### src/rtl/booth_pkg.sv
// Shared definitions for the radix-2 Booth multiplier datapath and its control FSM.
package booth_pkg;

  localparam int WIDTH_DEF    = 8;
  localparam int CNT_SIZE_DEF = 4;

  // Step code is {Q[0], Qm1}; 2'b11 behaves like NOP.
  localparam logic [1:0] STEP_NOP = 2'b00;
  localparam logic [1:0] STEP_ADD = 2'b01;
  localparam logic [1:0] STEP_SUB = 2'b10;

endpackage

### src/rtl/booth_addsub.sv
// Combinational W-bit add / subtract / pass selected by the Booth step code.
module booth_addsub
  import booth_pkg::*;
#(
  parameter int W = WIDTH_DEF + 1
) (
  input  logic [W-1:0] a_i,
  input  logic [W-1:0] m_i,
  input  logic [1:0]   code_i,
  output logic [W-1:0] res_o
);

  always_comb begin
    res_o = a_i;
    case (code_i)
      STEP_ADD: res_o = a_i + m_i;
      STEP_SUB: res_o = a_i - m_i;
      default:  res_o = a_i;
    endcase
  end

endmodule

### src/rtl/booth_datapath.sv
// Booth multiplier register datapath: {A,Q,Qm1} with add/sub and arithmetic-shift
// steps driven by an external control FSM via rst_out / enP / enInp.
module booth_datapath
  import booth_pkg::*;
#(
  parameter int WIDTH        = WIDTH_DEF,
  parameter int COUNTER_SIZE = CNT_SIZE_DEF
) (
  input  logic                    clk,
  input  logic                    rst_in,
  input  logic [WIDTH-1:0]        multiplicand,
  input  logic [WIDTH-1:0]        multiplier,
  input  logic                    rst_out,
  input  logic                    enP,
  input  logic                    enInp,
  output logic [COUNTER_SIZE-1:0] counter,
  output logic [2*WIDTH-1:0]      product,
  output logic                    done
);

  localparam logic [COUNTER_SIZE-1:0] CNT_MAX = COUNTER_SIZE'(WIDTH);

  // A and M carry one extra bit so -2^(WIDTH-1) operands stay exact.
  logic [WIDTH:0]          a_q, a_d, m_q, m_d, a_step;
  logic [WIDTH-1:0]        q_q, q_d;
  logic                    qm1_q, qm1_d;
  logic [COUNTER_SIZE-1:0] cnt_q, cnt_d;
  logic                    done_q, done_d;

  booth_addsub #(.W(WIDTH + 1)) u_addsub (
    .a_i    (a_q),
    .m_i    (m_q),
    .code_i ({q_q[0], qm1_q}),
    .res_o  (a_step)
  );

  always_comb begin
    a_d    = a_q;
    q_d    = q_q;
    qm1_d  = qm1_q;
    m_d    = m_q;
    cnt_d  = cnt_q;
    done_d = done_q;
    if (rst_out) begin
      a_d    = '0;
      q_d    = multiplier;
      qm1_d  = 1'b0;
      m_d    = {multiplicand[WIDTH-1], multiplicand};
      cnt_d  = '0;
      done_d = 1'b0;
    end else if (!done_q) begin
      if (enP) a_d = a_step;
      // Shift consumes the freshly added A when both enables are high.
      if (enInp) begin
        q_d    = {a_d[0], q_q[WIDTH-1:1]};
        qm1_d  = q_q[0];
        a_d    = {a_d[WIDTH], a_d[WIDTH:1]};
        cnt_d  = cnt_q + COUNTER_SIZE'(1);
        done_d = (cnt_d == CNT_MAX);
      end
    end
  end

  always_ff @(posedge clk or negedge rst_in) begin
    if (!rst_in) begin
      a_q    <= '0;
      q_q    <= '0;
      qm1_q  <= 1'b0;
      m_q    <= '0;
      cnt_q  <= '0;
      done_q <= 1'b0;
    end else begin
      a_q    <= a_d;
      q_q    <= q_d;
      qm1_q  <= qm1_d;
      m_q    <= m_d;
      cnt_q  <= cnt_d;
      done_q <= done_d;
    end
  end

  assign counter = cnt_q;
  assign done    = done_q;
  assign product = {a_q[WIDTH-1:0], q_q};

endmodule

### config.mk
export PLATFORM = sky130hd
export DESIGN_NAME = booth_datapath
export DESIGN_NICKNAME = d
export VERILOG_FILES = /design/src/rtl/booth_pkg.sv /design/src/rtl/booth_addsub.sv /design/src/rtl/booth_datapath.sv
export SDC_FILE = /design/constraint.sdc
export NUM_CORES = 1
export LEC_CHECK = 0
export CELL_PAD_IN_SITES_DETAIL_PLACEMENT = 1
export CELL_PAD_IN_SITES_GLOBAL_PLACEMENT = 1
export CORE_UTILIZATION = 40
export DETAILED_ROUTE_END_ITERATION = 8
export HOLD_SLACK_MARGIN = 0.06
export MAX_ROUTING_LAYER = met4
export PLACE_DENSITY_LB_ADDON = 0.1
export SYNTH_ARGS = -nofsm -noshare
export SYNTH_HDL_FRONTEND = slang
export SYNTH_HIERARCHICAL = 1
export SYNTH_SLANG_ARGS = --single-unit
### constraint.sdc
create_clock -name clk -period 3 [get_ports clk]
set_input_delay 0.6 -clock clk [delete_from_list [all_inputs] [get_ports clk]]
set_output_delay 0.6 -clock clk [all_outputs]
set_load 0.02 [all_outputs]
==> summary.txt <==
# port buffers: 41
Sequential cell area: 777 µm²
Clock power share: 0.236
Clk_lat worst skew: 0.28 ns
Global-route wire length before repair: 8700 µm
Largest net degree at the start of global routing: 32
Remaining global-route overflow: 0
Fin. Hold Viols: 0
Hold_buf cts: 0
Crit path DAT: 2.95 ns
Synth Register Bits: 31
Vias after detailed routing: 1,745
Worst hold-check path type: flop to flop
Hpwl dp: 3730 µm
Die area: 5790 µm²
Synth Cell Area: 2190 µm²
CP Class: flop to flop
Routability Congestion: 0.741
Worst rel slew slack: 0.639
Ys Warns: 6
Seq pwr share: 0.349
Transition time of the tightest slew-check pin: 0.541 ns
Run status: complete, no violations
Cts bufs inserted: 5
Post-synth EDFFs: 0
Initial Utilization: 0.422
Synth Area per Inst: 9.71 µm²
Ys async rst share: 1.00
PD cells: 554 nW/µm²
Vias in the first global route: 1,761
# rows: 26
Final min period: 2.79 ns
Post-CTS setup buffer count: 0
Nets@finish: 294
Total power: 0.00152 W
Initial antenna violation count: 0
Syn_nets: 260
Maxcap violations: 0
Post-Place Worst Slack: 0.0952 ns
ANT nets after route: 0
GRT Total Usage: 0.192
Worst Clk Skew: 0.00568 ns
Footprint of the multi-input gates: 1300 µm²
Clock tree buffer depth: 2
Area grow syn2layout: 25.0%
Die height: 76.1 µm
DR vias/cell: 5.27
Switching Share: 0.351
Internal Power: 0.000985 W
Setup violators final: 0
CP endpoint kind: flop
Hold_ws: 0.571 ns
Worst Setup Start Kind: flop
Drt first pass iters: 4
Num Clock Sinks: 31
Fillers: 592
Drt wl/cell: 14.8 µm
Clock tree from TritonCTS: built
Worst path required time: 3.16 ns
Root Driver: clkbuf_8
Critical-path maximum fanout: 5
Worst setup margin: 0.210 ns
Reg clk slew, reported paths: 0.06 ns
Iter 0 DRT Violations: 62
Layout cell share with drive strength beyond 1: 0.119
VDD IR max: 321 µV
Fmax achieved: 0.358 GHz
Final Max Tran Viols: 0
Cell variety after synth: 45
Resized cells post-CTS: 0
# IOs: 42
Core Region: 5200 µm²
Comb power frac: 0.415
Seq/Total Area, Yosys: 0.353
Routed WL: 4910 µm
Diode count: 0
Mapped Cells: 226
Synth Flop Type: dfrtp_1
Final period util: 0.930
Fin Setup TNS: 0 ns
Die boundary width: 76.1 µm
Sw Pwr: 0.000534 W
Leakage Power: 1.18 nW
# DRC: 0
H-tree levels: 2
-- cell families after synthesis --
| kind of cell | share of synthesized area |
|---|---|
| adders and majority gates | 0.0775 |
| and+or+nand+nor | 0.141 |
| AOI/OAI and AO/OA | 0.154 |
| xor gates and xnor gates | 0.0559 |
| buffers and inverters | 0.0650 |
| DFF | 0.353 |
| muxes | 0.153 |
-- cell type report --
class,count,share of cell area
Multi-Input combinational cell,168,0.474
Sequential cell,31,0.283
Timing Repair Buffer,46,0.163
Clock buffer,8,0.0365
Tap cell,70,0.0319
Inverter,8,0.0109
-- worst paths after layout --
path	startpoint	endpoint	slack, ns	cells past startpoint
min	qm1_q	qm1_q	0.57	2
max in group asynchronous	rst_in	m_q[0]	1.97	2
max reg2reg	m_q[0]	a_q[7]	0.21	12
min reg2reg	qm1_q	qm1_q	0.57	2
max	m_q[0]	a_q[7]	0.21	12
min in group asynchronous	rst_in	a_q[6]	0.72	2
-- synthesized netlist by cell type (all sizes together) (3+ instances only) --
master | instances | area share
a21oi | 7 | 0.016
dfrtp | 31 | 0.35
nand2b | 3 | 0.0086
xor2 | 6 | 0.024
nor2 | 18 | 0.031
nor3 | 6 | 0.018
mux2 | 10 | 0.051
a221o | 7 | 0.032
mux2i | 20 | 0.091
o21ai | 17 | 0.039
ha | 12 | 0.068
nand2 | 17 | 0.029
buf | 17 | 0.048
nor2b | 4 | 0.011
xnor2 | 8 | 0.032
inv | 8 | 0.014
-- critical path, stage by stage, from the launching register on --
cell,delay (ns)
dfrtp_2,0.42
inv_1,0.07
ha_1,0.27
mux2i_1,0.11
fa_1,0.48
a211oi_2,0.23
o21ai_0,0.14
and4_1,0.23
nor3_2,0.17
xor2_1,0.10
mux2i_1,0.14
nor2_1,0.05
a221o_1,0.26
-- placed cells by master (no fill, tap or decap), types with 2 or more instances in the layout --
cell and count:
dfrtp_1 30, o31ai_1 2, nor3_2 3, o21a_1 2
o211ai_1 2, xnor2_1 8, o21bai_1 2, or3b_1 2
nand2b_1 3, a22oi_1 2, clkbuf_8 7, o21ai_1 9
o21ai_0 8, ha_1 11, a21oi_1 7, nor2b_1 4
or3_1 2, clkdlybuf4s50_1 41, a31oi_1 2, mux2i_1 20
nand2_1 17, nor3_1 3, a221o_1 7, buf_4 5
nor2_1 18, inv_1 8, mux2_2 10, xor2_1 6
-- layer usage --
layer,track usage,up-vias,share of wire
met1,0.254,826,0.50
met5,-,-,0
met3,0.0419,7,0.037
met2,0.302,33,0.46
li1,-,879,-
met4,0.0404,0,0.0086
-- power groups by stage --
stage / combinational, W / sequential (W) / clock, W
6_report: 0.000631 / 0.000531 / 0.000358
5_1_grt: 0.000705 / 0.000542 / 0.000390
4_1_cts: 0.000627 / 0.000530 / 0.000369
3_5_place_dp: 0.000622 / 0.000538 / 0
3_3_place_gp: 0.000614 / 0.000535 / 0
2_1_floorplan: 0.000450 / 0.000535 / 0
-- registers in the layout, indices dropped and copies added (netlist names) --
signal	count
a_q	9
m_q	8
q_q	8
counter	4
done	1
qm1_q	1
-- metrics by stage --
| step | utilization | cells | area [µm²] |
|---|---|---|---|
| floorplan | - | 226 | 2190 |
| global placement | 0.503 | 323 | 2620 |
| detailed placement | 0.503 | 323 | 2620 |
| CTS | 0.522 | 331 | 2720 |
| global route | 0.527 | 331 | 2740 |
| finish | 0.527 | 331 | 2740 |
Note: power is estimated with default switching activity, not from simulation.
==> RTL edit (config.mk and constraints unchanged) <==
The package constant `WIDTH_DEF` goes from 8 to 10.
--- a/src/rtl/booth_pkg.sv
+++ b/src/rtl/booth_pkg.sv
@@ -3,3 +3,3 @@
 
-  localparam int WIDTH_DEF    = 8;
+  localparam int WIDTH_DEF    = 10;
   localparam int CNT_SIZE_DEF = 4;
Interface: changed (resized multiplicand, multiplier and product); port bits go from 42 to 50. No check against the original RTL was run, so the function may have changed too.
==> RTL edit against the unedited design <==
- synthesized area grew 21%
- sequential cell count is 6 higher
- sequential share of layout area shrank 1.9 points
- critical endpoint is now a_q[9]
- wire length is 32% higher
- worst setup slack got worse by 110 ps
- critical path type unchanged
- total power up 29%
- sequential power grew 19%
- die area up 20%
- cell area up 28%
==> RTL edit: results (changes against the unedited design) <==
Setup path
The delay of the slowest critical-path stage came to 420 ps (was 480 ps). The kind of cell adding the most delay to the critical path is simple AND/OR/NAND/NOR gates (was adder cells). The library cell contributing the largest single delay on the critical path is sky130_fd_sc_hd__dfrtp_1 (was sky130_fd_sc_hd__fa_1). The minimum setup slack among reg-to-reg paths is 100 ps (was 210 ps). The largest driver fanout on the critical path is 3 (was 5). The endpoint of the lowest-slack register-to-register path is a_q[9] (was a_q[7]).

Placed design
The number of buffers added on ports is 49 (was 41). The global placer's final weighted congestion is 0.816 (was 0.741).

Logic synthesis
The proportion of synthesized area in mux cells is 14.8% (was 15.3%). The register area share after synthesis is 35.0% (was 35.3%). The area share of fa/ha/maj cells after synthesis is 7.38% (was 7.75%).

Ranking of synthesized cells by instance count: sky130_fd_sc_hd__dfrtp_1 (37), sky130_fd_sc_hd__nand2_1 (29), sky130_fd_sc_hd__nor2_1 (27), sky130_fd_sc_hd__mux2i_1 (23), sky130_fd_sc_hd__o21ai_0 (22) (was sky130_fd_sc_hd__dfrtp_1 (31), sky130_fd_sc_hd__mux2i_1 (20), sky130_fd_sc_hd__nor2_1 (18), sky130_fd_sc_hd__nand2_1 (17), sky130_fd_sc_hd__ha_1 (12)). The number of nets in the synthesized netlist is 321 (was 260). The post-synthesis cell type count is 44 (was 45).

STA
The slew at the pin with the worst max-slew slack is 823 ps (was 541 ps). The final setup skew is 8.43 ps (was 5.68 ps).

Final layout
The fraction of final layout cells with drive strength greater than 1 came to 22.9% (was 11.9%). Registers with the highest flip-flop counts: a_q (11), m_q (10), q_q (10) (was a_q (9), m_q (8), q_q (8)).

GRT
The first-pass GRT wire length is 11100 um (was 8700 um). The via count of the first global-routing pass was 2326 (was 1761).

Pwr
The worst vdd rail ir drop is 0.243 mV (was 0.321 mV).

Routing
The detailed-route wire length per cell is 15.5 um (was 14.8 um). The count of routing violations after the opening detailed-route iteration is 64 (was 62).

Run status
Outcome: finished clean (unchanged).

Clock network
The clock slew at the register clock pins of the worst setup and hold paths is 80 ps (was 60 ps).
RTL edit: repair_timing:
item | in CTS | in global routing
gates resized for setup | 1 | 29
endpoints found under the setup margin | 2 | 7
buffers inserted | 3 | 4
pin swaps | 3 | 14
RTL edit: how the worst max path moves through the flow:
stage / from / slack [ps] / cells past startpoint / end
finish: m_q[2] / 100 / 15 / a_q[9]
global route: m_q[0] / -70 / 14 / a_q[9]
CTS: qm1_q / 20 / 16 / a_q[9]
detailed placement: qm1_q / -50 / 16 / a_q[9]
global placement: qm1_q / -40 / 16 / a_q[9]
floorplan: q_q[0] / 80 / 13 / a_q[6]
RTL edit: where the power goes:
group	switching, mW	leakage [nW]	internal (mW)
Sequential	0.0758	0.471	0.554
Clock	0.175	0.0540	0.242
Combinational	0.460	0.999	0.457
RTL edit: layout make-up:
type	count	area (um2)
Clock buffer	5	68.8
Clock inverter	2	35.0
Fill cell	714	2840
Inverter	13	48.8
Multi-Input combinational cell	209	1650
Sequential cell	37	926
Tap cell	77	96.3
Timing Repair Buffer	74	681
RTL edit: kinds of logic (layout without fill, tap and decap cells):
group,Yosys count,after routing
xor+xnor,19,19
buf+inv,35,94
mux,36,36
compound gates,64,64
simple gates,75,75
flops,37,37
fa+ha+maj,15,15
RTL edit: stage by stage:
stage	worst slack, ps	std cells	hold WS, ps	instance area (um2)	utilization [%]
4_1_cts	21.7	413	425	3350	52.7
3_3_place_gp	-36.8	403	511	3210	50.6
6_report	104	417	400	3510	55.2
2_1_floorplan	76.8	281	304	2650	-
3_5_place_dp	-46.4	403	527	3210	50.6
5_1_grt	-67.0	417	458	3510	55.2
RTL edit: worst reg2reg max path: cells and delay by family (launching register included):
| family | cells | cell delay (ps) |
|---|---|---|
| buf+inv | 1 | 130 |
| flops | 1 | 420 |
| xor+xnor | 3 | 550 |
| mux | 1 | 140 |
| simple gates | 5 | 640 |
| compound gates | 4 | 610 |
| fa+ha+maj | 1 | 290 |
RTL edit: per-layer routing:
layer / vias to the layer above / GRT usage, % / part of all wire (%)
met3: 4 / 3.88 / 3.0
met5: - / - / 0
li1: 1103 / - / -
met4: 0 / 5.64 / 1.1
met1: 1098 / 25.6 / 47
met2: 42 / 33.0 / 49
